File: config.mk
export PLATFORM = sky130hd
export DESIGN_NAME = div_sched_flat
export DESIGN_NICKNAME = d
export VERILOG_FILES = /design/src/rtl/div_sched_if.sv /design/src/rtl/div_sched.sv /design/src/flat_wrapper.sv
export SDC_FILE = /design/constraint.sdc
export NUM_CORES = 1
export LEC_CHECK = 0
export BUFFER_PORTS_ARGS = -buffer_cell sky130_fd_sc_hd__buf_2
export CORE_ASPECT_RATIO = 1.25
export CORE_MARGIN = 3
export CORE_UTILIZATION = 52
export CTS_BUF_LIST = sky130_fd_sc_hd__clkbuf_4 sky130_fd_sc_hd__clkbuf_8
export DETAILED_ROUTE_END_ITERATION = 12
export PLACE_DENSITY_LB_ADDON = 0.1
export SKIP_CTS_REPAIR_TIMING = 1
export SYNTH_ARGS = -nofsm -noshare
export SYNTH_HDL_FRONTEND = slang
export SYNTH_SLANG_ARGS = --single-unit
File: constraint.sdc
create_clock -name clk -period 4.4 [get_ports clk]
set_input_delay 0.44 -clock clk [delete_from_list [all_inputs] [get_ports clk]]
set_output_delay 0.44 -clock clk [all_outputs]
set_load 0.01 [all_outputs]
File: src/rtl/div_sched_if.sv
// Handshake bundle for div_sched: two requester ports, shared-divider link, result port.
interface div_sched_if #(parameter int WIDTH = 32) ();
   logic [1:0]         req_valid;
   logic [1:0]         req_ready;
   logic [1:0]         req_signed;
   logic [2*WIDTH-1:0] req_a;
   logic [2*WIDTH-1:0] req_b;
   logic               flush;
   logic               div_start;
   logic               div_abort;
   logic [WIDTH-1:0]   div_a;
   logic [WIDTH-1:0]   div_b;
   logic               div_done;
   logic [WIDTH-1:0]   div_quot;
   logic [WIDTH-1:0]   div_rem;
   logic               res_valid;
   logic               res_ready;
   logic               res_id;
   logic [WIDTH-1:0]   res_quot;
   logic [WIDTH-1:0]   res_rem;
   logic               busy;

   modport slave (
      input  req_valid, req_signed, req_a, req_b, flush,
             div_done, div_quot, div_rem, res_ready,
      output req_ready, div_start, div_abort, div_a, div_b,
             res_valid, res_id, res_quot, res_rem, busy
   );

   modport master (
      output req_valid, req_signed, req_a, req_b, flush,
             div_done, div_quot, div_rem, res_ready,
      input  req_ready, div_start, div_abort, div_a, div_b,
             res_valid, res_id, res_quot, res_rem, busy
   );
endinterface

File: src/rtl/div_sched.sv
// Two-port scheduler in front of a shared unsigned iterative divider, with sign handling.
// Optional macro DIV_SCHED_RR_EN: round-robin arbitration (default build: port 0 fixed priority).
module div_sched #(
   parameter int WIDTH = 32
) (
   input  logic        clk,
   input  logic        reset,
   div_sched_if.slave  bus
);

   localparam logic [1:0] S_IDLE = 2'd0;
   localparam logic [1:0] S_RUN  = 2'd1;
   localparam logic [1:0] S_HOLD = 2'd2;

   logic [1:0]       r_state;
   logic             r_id;
   logic             r_neg_a;
   logic             r_neg_b;
   logic             r_start;
   logic [WIDTH-1:0] r_div_a;
   logic [WIDTH-1:0] r_div_b;
   logic [WIDTH-1:0] r_quot;
   logic [WIDTH-1:0] r_rem;

   logic [1:0]       w_grant;
   logic [1:0]       w_ready;
   logic             w_accept;
   logic             w_gid;
   logic             w_sgn;
   logic             w_neg_a;
   logic             w_neg_b;
   logic [WIDTH-1:0] w_a;
   logic [WIDTH-1:0] w_b;
   logic [WIDTH-1:0] w_mag_a;
   logic [WIDTH-1:0] w_mag_b;
   logic [WIDTH-1:0] w_q_fix;
   logic [WIDTH-1:0] w_r_fix;

`ifdef DIV_SCHED_RR_EN
   logic r_ptr;

   always_comb begin
      w_grant = bus.req_valid;
      if (bus.req_valid == 2'b11)
         w_grant = r_ptr ? 2'b10 : 2'b01;
   end
`else
   always_comb begin
      w_grant = 2'b00;
      if (bus.req_valid[0])
         w_grant = 2'b01;
      else if (bus.req_valid[1])
         w_grant = 2'b10;
   end
`endif

   assign w_ready  = (r_state == S_IDLE && !bus.flush && !reset) ? w_grant : 2'b00;
   assign w_accept = |(w_ready & bus.req_valid);
   assign w_gid    = w_grant[1];

   assign w_a     = w_gid ? bus.req_a[2*WIDTH-1:WIDTH] : bus.req_a[WIDTH-1:0];
   assign w_b     = w_gid ? bus.req_b[2*WIDTH-1:WIDTH] : bus.req_b[WIDTH-1:0];
   assign w_sgn   = bus.req_signed[w_gid];
   // Sign bits are stored already qualified by the signed flag, so unsigned ops never fix up.
   assign w_neg_a = w_sgn & w_a[WIDTH-1];
   assign w_neg_b = w_sgn & w_b[WIDTH-1];
   assign w_mag_a = w_neg_a ? -w_a : w_a;
   assign w_mag_b = w_neg_b ? -w_b : w_b;

   // MIN/-1 falls out naturally: the negated magnitude wraps back to MIN.
   assign w_q_fix = (r_neg_a ^ r_neg_b) ? -bus.div_quot : bus.div_quot;
   assign w_r_fix = r_neg_a ? -bus.div_rem : bus.div_rem;

   always_ff @(posedge clk) begin
      if (reset) begin
         r_state <= S_IDLE;
         r_id    <= 1'b0;
         r_neg_a <= 1'b0;
         r_neg_b <= 1'b0;
         r_start <= 1'b0;
         r_div_a <= '0;
         r_div_b <= '0;
         r_quot  <= '0;
         r_rem   <= '0;
`ifdef DIV_SCHED_RR_EN
         r_ptr   <= 1'b0;
`endif
      end else begin
         r_start <= 1'b0;
         case (r_state)
            S_IDLE: begin
               if (w_accept) begin
                  r_id    <= w_gid;
                  r_neg_a <= w_neg_a;
                  r_neg_b <= w_neg_b;
                  r_div_a <= w_mag_a;
                  r_div_b <= w_mag_b;
`ifdef DIV_SCHED_RR_EN
                  r_ptr   <= ~w_gid;
`endif
                  // Divide-by-zero never reaches the divider.
                  if (w_b == '0) begin
                     r_quot  <= '1;
                     r_rem   <= w_a;
                     r_state <= S_HOLD;
                  end else begin
                     r_start <= 1'b1;
                     r_state <= S_RUN;
                  end
               end
            end
            S_RUN: begin
               if (bus.flush) begin
                  r_state <= S_IDLE;
               end else if (bus.div_done) begin
                  r_quot  <= w_q_fix;
                  r_rem   <= w_r_fix;
                  r_state <= S_HOLD;
               end
            end
            S_HOLD: begin
               if (bus.flush || bus.res_ready)
                  r_state <= S_IDLE;
            end
            default: r_state <= S_IDLE;
         endcase
      end
   end

   assign bus.req_ready = w_ready;
   assign bus.div_start = r_start;
   assign bus.div_abort = (r_state == S_RUN) && bus.flush && !reset;
   assign bus.div_a     = r_div_a;
   assign bus.div_b     = r_div_b;
   assign bus.res_valid = (r_state == S_HOLD);
   assign bus.res_id    = r_id;
   assign bus.res_quot  = r_quot;
   assign bus.res_rem   = r_rem;
   assign bus.busy      = (r_state != S_IDLE);

endmodule

File: src/flat_wrapper.sv
// flat-port wrapper written by rule: the top's interface ports become plain ports
module div_sched_flat 
#(
   parameter int WIDTH = 32
)
  (clk, reset, bus_req_valid, bus_req_signed, bus_req_a, bus_req_b, bus_flush, bus_div_done, bus_div_quot, bus_div_rem, bus_res_ready, bus_req_ready, bus_div_start, bus_div_abort, bus_div_a, bus_div_b, bus_res_valid, bus_res_id, bus_res_quot, bus_res_rem, bus_busy);
  div_sched_if #(.WIDTH(WIDTH)) bus_i ();
  input  logic clk;
  input  logic reset;
  input wire logic [$bits(bus_i.req_valid)-1:0] bus_req_valid;
  input wire logic [$bits(bus_i.req_signed)-1:0] bus_req_signed;
  input wire logic [$bits(bus_i.req_a)-1:0] bus_req_a;
  input wire logic [$bits(bus_i.req_b)-1:0] bus_req_b;
  input wire logic [$bits(bus_i.flush)-1:0] bus_flush;
  input wire logic [$bits(bus_i.div_done)-1:0] bus_div_done;
  input wire logic [$bits(bus_i.div_quot)-1:0] bus_div_quot;
  input wire logic [$bits(bus_i.div_rem)-1:0] bus_div_rem;
  input wire logic [$bits(bus_i.res_ready)-1:0] bus_res_ready;
  output wire logic [$bits(bus_i.req_ready)-1:0] bus_req_ready;
  output wire logic [$bits(bus_i.div_start)-1:0] bus_div_start;
  output wire logic [$bits(bus_i.div_abort)-1:0] bus_div_abort;
  output wire logic [$bits(bus_i.div_a)-1:0] bus_div_a;
  output wire logic [$bits(bus_i.div_b)-1:0] bus_div_b;
  output wire logic [$bits(bus_i.res_valid)-1:0] bus_res_valid;
  output wire logic [$bits(bus_i.res_id)-1:0] bus_res_id;
  output wire logic [$bits(bus_i.res_quot)-1:0] bus_res_quot;
  output wire logic [$bits(bus_i.res_rem)-1:0] bus_res_rem;
  output wire logic [$bits(bus_i.busy)-1:0] bus_busy;
  assign bus_i.req_valid = bus_req_valid;
  assign bus_i.req_signed = bus_req_signed;
  assign bus_i.req_a = bus_req_a;
  assign bus_i.req_b = bus_req_b;
  assign bus_i.flush = bus_flush;
  assign bus_i.div_done = bus_div_done;
  assign bus_i.div_quot = bus_div_quot;
  assign bus_i.div_rem = bus_div_rem;
  assign bus_i.res_ready = bus_res_ready;
  assign bus_req_ready = bus_i.req_ready;
  assign bus_div_start = bus_i.div_start;
  assign bus_div_abort = bus_i.div_abort;
  assign bus_div_a = bus_i.div_a;
  assign bus_div_b = bus_i.div_b;
  assign bus_res_valid = bus_i.res_valid;
  assign bus_res_id = bus_i.res_id;
  assign bus_res_quot = bus_i.res_quot;
  assign bus_res_rem = bus_i.res_rem;
  assign bus_busy = bus_i.busy;
  div_sched #(.WIDTH(WIDTH)) u_core (.clk(clk), .reset(reset), .bus(bus_i));
endmodule
# ---- After elaboration in Yosys (flattened, before gate mapping)
# Cells that the tools add are included.
dict set report totals {
  ff_bits 134
  out_inout_bits 135
  wordCells 72
}
dict set report op_classes {
  add_sub_neg 4
  order_cmp 1
  n_eq_ne 8
  mux 28
  bitwise 6
  reduce_logical 16
}
# operator n
set ops {}
lappend ops {{$mux W32} 14}
lappend ops {{$neg A32 Y32} 4}
lappend ops {{$pmux W32 S2} 2}
lappend ops {{$logic_not A32 Y1} 1}
lappend ops {{$mux W2} 8}
lappend ops {{$ne A2 B2 Y1 const B} 3}
lappend ops {{$pmux W2 S3} 1}
lappend ops {{$reduce_and A5 Y1} 1}
lappend ops {{$logic_and A1 B1 Y1} 4}
lappend ops {{$ne A2 B1 Y1 const B} 2}
lappend ops {{$reduce_bool A2 Y1} 2}
lappend ops {{$mux W1} 3}
lappend ops {{$ne A3 B3 Y1 const B} 1}
lappend ops {{$reduce_and A3 Y1} 1}
lappend ops {{$reduce_or A3 Y1} 1}
lappend ops {{$and A1 B1 Y1} 2}
lappend ops {{$and A2 B2 Y2} 1}
lappend ops {{$eq A2 B1 Y1 const B} 1}
lappend ops {{$eq A2 B2 Y1 const B} 1}
lappend ops {{$logic_not A1 Y1} 2}
lappend ops {{$logic_not A2 Y1} 1}
lappend ops {{$lt A1 B2 Y1 const B} 1}
lappend ops {{$not A1 Y1} 2}
lappend ops {{$reduce_and A2 Y1} 1}
lappend ops {{other kinds (3)} 3}

# ---- Depth between registers and ports, before layout
dict set report logic_depth {
  word_depth 8
  mapped_depth 17
}

# ---- Worst setup path after synthesis
# Ideal clock, no wire load.
dict set report synth_timing {
  kind {input-to-reg}
  start {input bus_req_valid[0]}
  end {register u_core.r_div_a[26] (netlist: u_core.bus.div_a[26])}
  setup_time_ps 74
  arrival_time_ps 3544
  required_ps 4326
  slack_ps 781
  stages 15
  n_path_buf 6
  cell_sequence {nand2b_1 buf_6 buf_12 buf_6 buf_6 buf_2 buf_2 mux2i_1 ha_1 nor4b_1 mux2i_1 nor3_4 nand3b_2 or4_1 a31oi_1}
}
dict set report synth_via {
  elab_chain_cells 5
  elab_cells_between_ends 11
  classes_between {add/sub: 1; mux: 6; bitwise: 2; reduce/logical: 2}
}
# item line_no
set synth_rtl {}
lappend synth_rtl {{from (decl)} flat_wrapper.sv:10} ;# input wire logic [$bits(bus_i.req_valid)-1:0] bus_req_valid;
lappend synth_rtl {{branches (longest 5 deep; another with $neg A32 Y32)} -}
lappend synth_rtl {{to (signal assigned)} div_sched.sv:96} ;# r_div_a <= w_mag_a;
lappend synth_rtl {{to (decl)} div_sched.sv:20} ;# logic [WIDTH-1:0] r_div_a;
# Several ways; the timed one is not identified. The select of a mux whose other input is x is not followed.
# A chain may end at the register's enable or synchronous reset.

# ---- Worst setup path after layout
# Same ends and word-level chain as after synthesis.

==> run metrics <==
result of the run complete, no violations; clock tree root driver cell sky130_fd_sc_hd__clkbuf_8; number of clock sinks ~130; final count of pins violating max slew 0; RSZ-0062 raised after global routing false; H-tree Lvls 4; clock latency reported for the late side of the worst-skew pair 0.45 ns; sort of element at the start of the critical path input pin; top-area cell type share of the netlist area around 29%; total placed cells including tap cells about 1.7k; post-detailed-route wirelength per cell around 18 um; number of global-route vias before repair about 9.6k; total standard cell area after synthesis roughly 0.0094 mm2; area overhead of the layout relative to synthesis 23.83%; Yosys top cell by area sky130_fd_sc_hd__dfxtp_1; hold violation total from the final report 0; number of iterations in the first detailed-routing pass 5; Async SR Flop Fraction 0%; R2R depth 9; starting utilization of the core area 53.48%; global router's overall resource usage a little over 30%; total DRC errors in the routed layout 0; sequential share of power 40.2%; Worst R2R Start u_core.r_state[1]; die area around 0.02 mm2; mean post-synth cell area slightly below 8 um2; DPL Wire Length approximately 25 mm; Std-Cell Rows between 50 and 60; Final setup viols 0; instance area at placement around 0.011 mm2; Finished Layout Cells approximately 1.7k; Max clock buf depth 2; share of power burned in combinational logic between 20% and 30%; Max Freq slightly below 0.3 GHz; static leakage 5.213 nW; drt first-iter violations around 670; Net Sw Frac about a third; Least-Margin Pin Slew roughly 1.1 ns; fraction of the cycle the final worst path needs 77.10%; Chip Height between 150 and 200 um; total clock buffers created by CTS 17; top cells by area in the synthesized netlist sky130_fd_sc_hd__dfxtp_1 29%, sky130_fd_sc_hd__mux2i_1 12%, sky130_fd_sc_hd__nor2_1 7.0%; share of post-route cells with drive strength above 1 ~28%; clk_skew between 0.015 and 0.02 ns; clock network fraction of design power between 30% and 40%; I/O pins approximately 340; GR Overflow Total 0; maximum number of pins on one net before global-route repair 79; shortest clock period the worst path allows after layout around 3.4 ns; peak supply drop about 0.25 mV; YS warnings 0; Port Buf Inserts roughly 340; Detailed Route WL 31.94 mm; total negative slack for setup checks 0 ns; post-route design area between 0.01 and 0.015 mm2; required time of the critical path approximately 4.8 ns; dominant register cell in the synthesized netlist sky130_fd_sc_hd__dfxtp_1; final weighted congestion of routability-driven global placement 0.9433; WP data arrival 3.76 ns; endpoint of the worst register-to-register path u_core.bus.res_quot[7]; number of distinct library cells after synthesis between 70 and 80; internal cell power 0.002195 W; Switching Power between 0.001 and 0.0015 W; standard cell core area ~0.018 mm2; worst hold endpoint u_core.r_state[0]; Clock Pin Slew Worst Setup and Hold Paths 0.08 ns; classification of the worst setup path in -> reg; kind of end point of the critical path flip-flop; average vias per placed instance slightly below 6; antenna violations before repair 2; residual antenna-violating net count after detailed routing 0; register bit count reported by yosys approximately 130; Chip Width about 130 um; Mapped Cells around 1.2k; type of the worst min-delay path in -> reg; areal power density over the cells roughly 280 mW/mm2; TritonCTS clock tree yes; total via count after detailed routing between 10k and 15k; normalized max-slew margin 26.55%; number of violations of the max-capacitance limit 0; Hold Crit Start bus_div_done; post-synth net total 1,415; sequential area share after synthesis between 20% and 30%; highest net fanout along the worst path 21; depth of the worst hold-timing path 3; total number of nets in the final design between 1.5k and 2k; number of synthesized flops with an enable pin 0; global-route wire length before repair around 50 mm; Register-to-Register Setup Slack ~1.6 ns
==> routing by layer <==
metal | GRT usage, % | vias up | share of wire (%)
li1 | - | 4977 | -
met1 | 39.33 | 4735 | 41
met2 | 51.76 | 454 | 48
met3 | 6.180 | 68 | 7.8
met4 | 12.93 | 0 | 3.9
met5 | 0 | - | 0
==> registers in the layout (all words and copies together) (netlist names) <==
signal / flops
u_core.bus.div_a: 32
u_core.bus.div_b: 32
u_core.bus.div_start: 1
u_core.bus.res_id: 1
u_core.bus.res_quot: 32
u_core.bus.res_rem: 32
u_core.r_neg_a: 1
u_core.r_neg_b: 1
u_core.r_state: 2
==> worst max-delay path: stages <==
cell	delay (ns)
sky130_fd_sc_hd__buf_2	0.21
sky130_fd_sc_hd__nand2b_4	0.43
sky130_fd_sc_hd__mux2i_1	0.57
sky130_fd_sc_hd__ha_1	0.31
sky130_fd_sc_hd__nor4b_1	0.34
sky130_fd_sc_hd__mux2i_1	0.23
sky130_fd_sc_hd__nor3_4	0.33
sky130_fd_sc_hd__nand3b_2	0.19
sky130_fd_sc_hd__or4_1	0.53
sky130_fd_sc_hd__a31oi_1	0.16
==> cell usage after synthesis, types with 10 or more instances <==
cell type,n
sky130_fd_sc_hd__nor2_1,175
sky130_fd_sc_hd__dfxtp_1,134
sky130_fd_sc_hd__nand2_1,134
sky130_fd_sc_hd__mux2i_1,114
sky130_fd_sc_hd__a21oi_1,69
sky130_fd_sc_hd__o21ai_0,59
sky130_fd_sc_hd__clkbuf_1,51
sky130_fd_sc_hd__xnor2_1,45
sky130_fd_sc_hd__xor2_1,42
sky130_fd_sc_hd__nor3_1,32
sky130_fd_sc_hd__nand3_1,26
sky130_fd_sc_hd__or3_1,23
sky130_fd_sc_hd__o31ai_1,21
sky130_fd_sc_hd__a311oi_1,19
sky130_fd_sc_hd__a31oi_1,19
sky130_fd_sc_hd__a211oi_1,13
sky130_fd_sc_hd__nor4_1,13
sky130_fd_sc_hd__nor3b_1,12
sky130_fd_sc_hd__o22ai_1,12
sky130_fd_sc_hd__buf_2,11
sky130_fd_sc_hd__nand2b_1,11
sky130_fd_sc_hd__or4_1,11
sky130_fd_sc_hd__nand4_1,10
==> logic make-up after synthesis <==
logic type	after synthesis	share of synthesized area, %
AO/OA/AOI/OAI	275	18.82
buffers and inverters	89	4.662
multiplexers	118	12.75
flip-flops	134	28.56
AND/OR/NAND/NOR	503	26.57
XOR/XNOR	87	8.111
adder cells (fa/ha/maj)	4	0.5328
==> through the flow <==
step | hold slack [ns] | power, W | worst slack [ns] | utilization, %
5_1_grt | 0.3056 | 0.003372 | 0.7214 | 66.22
3_5_place_dp | 0.4342 | 0.002098 | 0.7187 | 63.66
4_1_cts | 0.2836 | 0.003229 | 1.050 | 66.19
2_1_floorplan | 0.4593 | 0.001774 | 0.7814 | -
3_3_place_gp | 0.4317 | 0.002091 | 0.8867 | 63.66
6_report | 0.3034 | 0.003221 | 1.008 | 66.22
==> cell type report <==
type                            instances  area [um2]
Fill cell                            1612        5934
Multi-Input combinational cell        987        6321
Tap cell                              224       280.3
Antenna cell                            2       5.005
Timing Repair Buffer                  357        1869
Clock inverter                         12       168.9
Inverter                                8       30.03
Clock buffer                           20       275.3
Sequential cell                       134        2683
==> power by group through the flow <==
stage               registers (W)  clock network [W]  logic, W
finish                    0.00129            0.00114  0.000785
global route              0.00130            0.00121  0.000857
CTS                       0.00129            0.00116  0.000779
detailed placement        0.00132                  0  0.000776
global placement          0.00132                  0  0.000770
floorplan                 0.00134                  0  0.000430
==> layout by cell type, fill, tap and decap left out, drive strengths merged, types with 5 or more instances in the layout <==
cell type,synthesis,final
buf,29,357
nor2,175,175
nand2,134,134
dfxtp,134,134
mux2i,114,114
a21oi,69,69
o21ai,66,66
xnor2,45,45
xor2,42,42
nor3,35,35
nand3,27,27
or3,23,23
o31ai,22,22
clkbuf,52,20
a31oi,19,19
a311oi,19,19
nor4,16,16
a211oi,13,13
nor3b,13,13
o22ai,12,12
nand2b,12,12
or4,11,11
nand4,11,11
inv,8,10
nand3b,9,9
a21o,8,8
o211ai,8,8
and3,7,7
nor4b,7,7
a22oi,6,6
o41ai,6,6
and2,5,5
clkinv,0,5
a2111oi,5,5
nor2b,5,5
==> worst max path at each step <==
stage,cells past startpoint,endpoint,startpoint
2_1_floorplan,15,u_core.bus.div_a[26],bus_req_valid[0]
5_1_grt,11,u_core.bus.div_a[20],bus_req_valid[0]
6_report,10,u_core.bus.div_a[26],bus_req_valid[0]
3_5_place_dp,10,u_core.bus.div_a[26],bus_req_valid[0]
4_1_cts,10,u_core.bus.div_a[26],bus_req_valid[0]
3_3_place_gp,10,u_core.bus.div_a[26],bus_req_valid[0]
No activity file was read; power rests on OpenSTA's default activity.
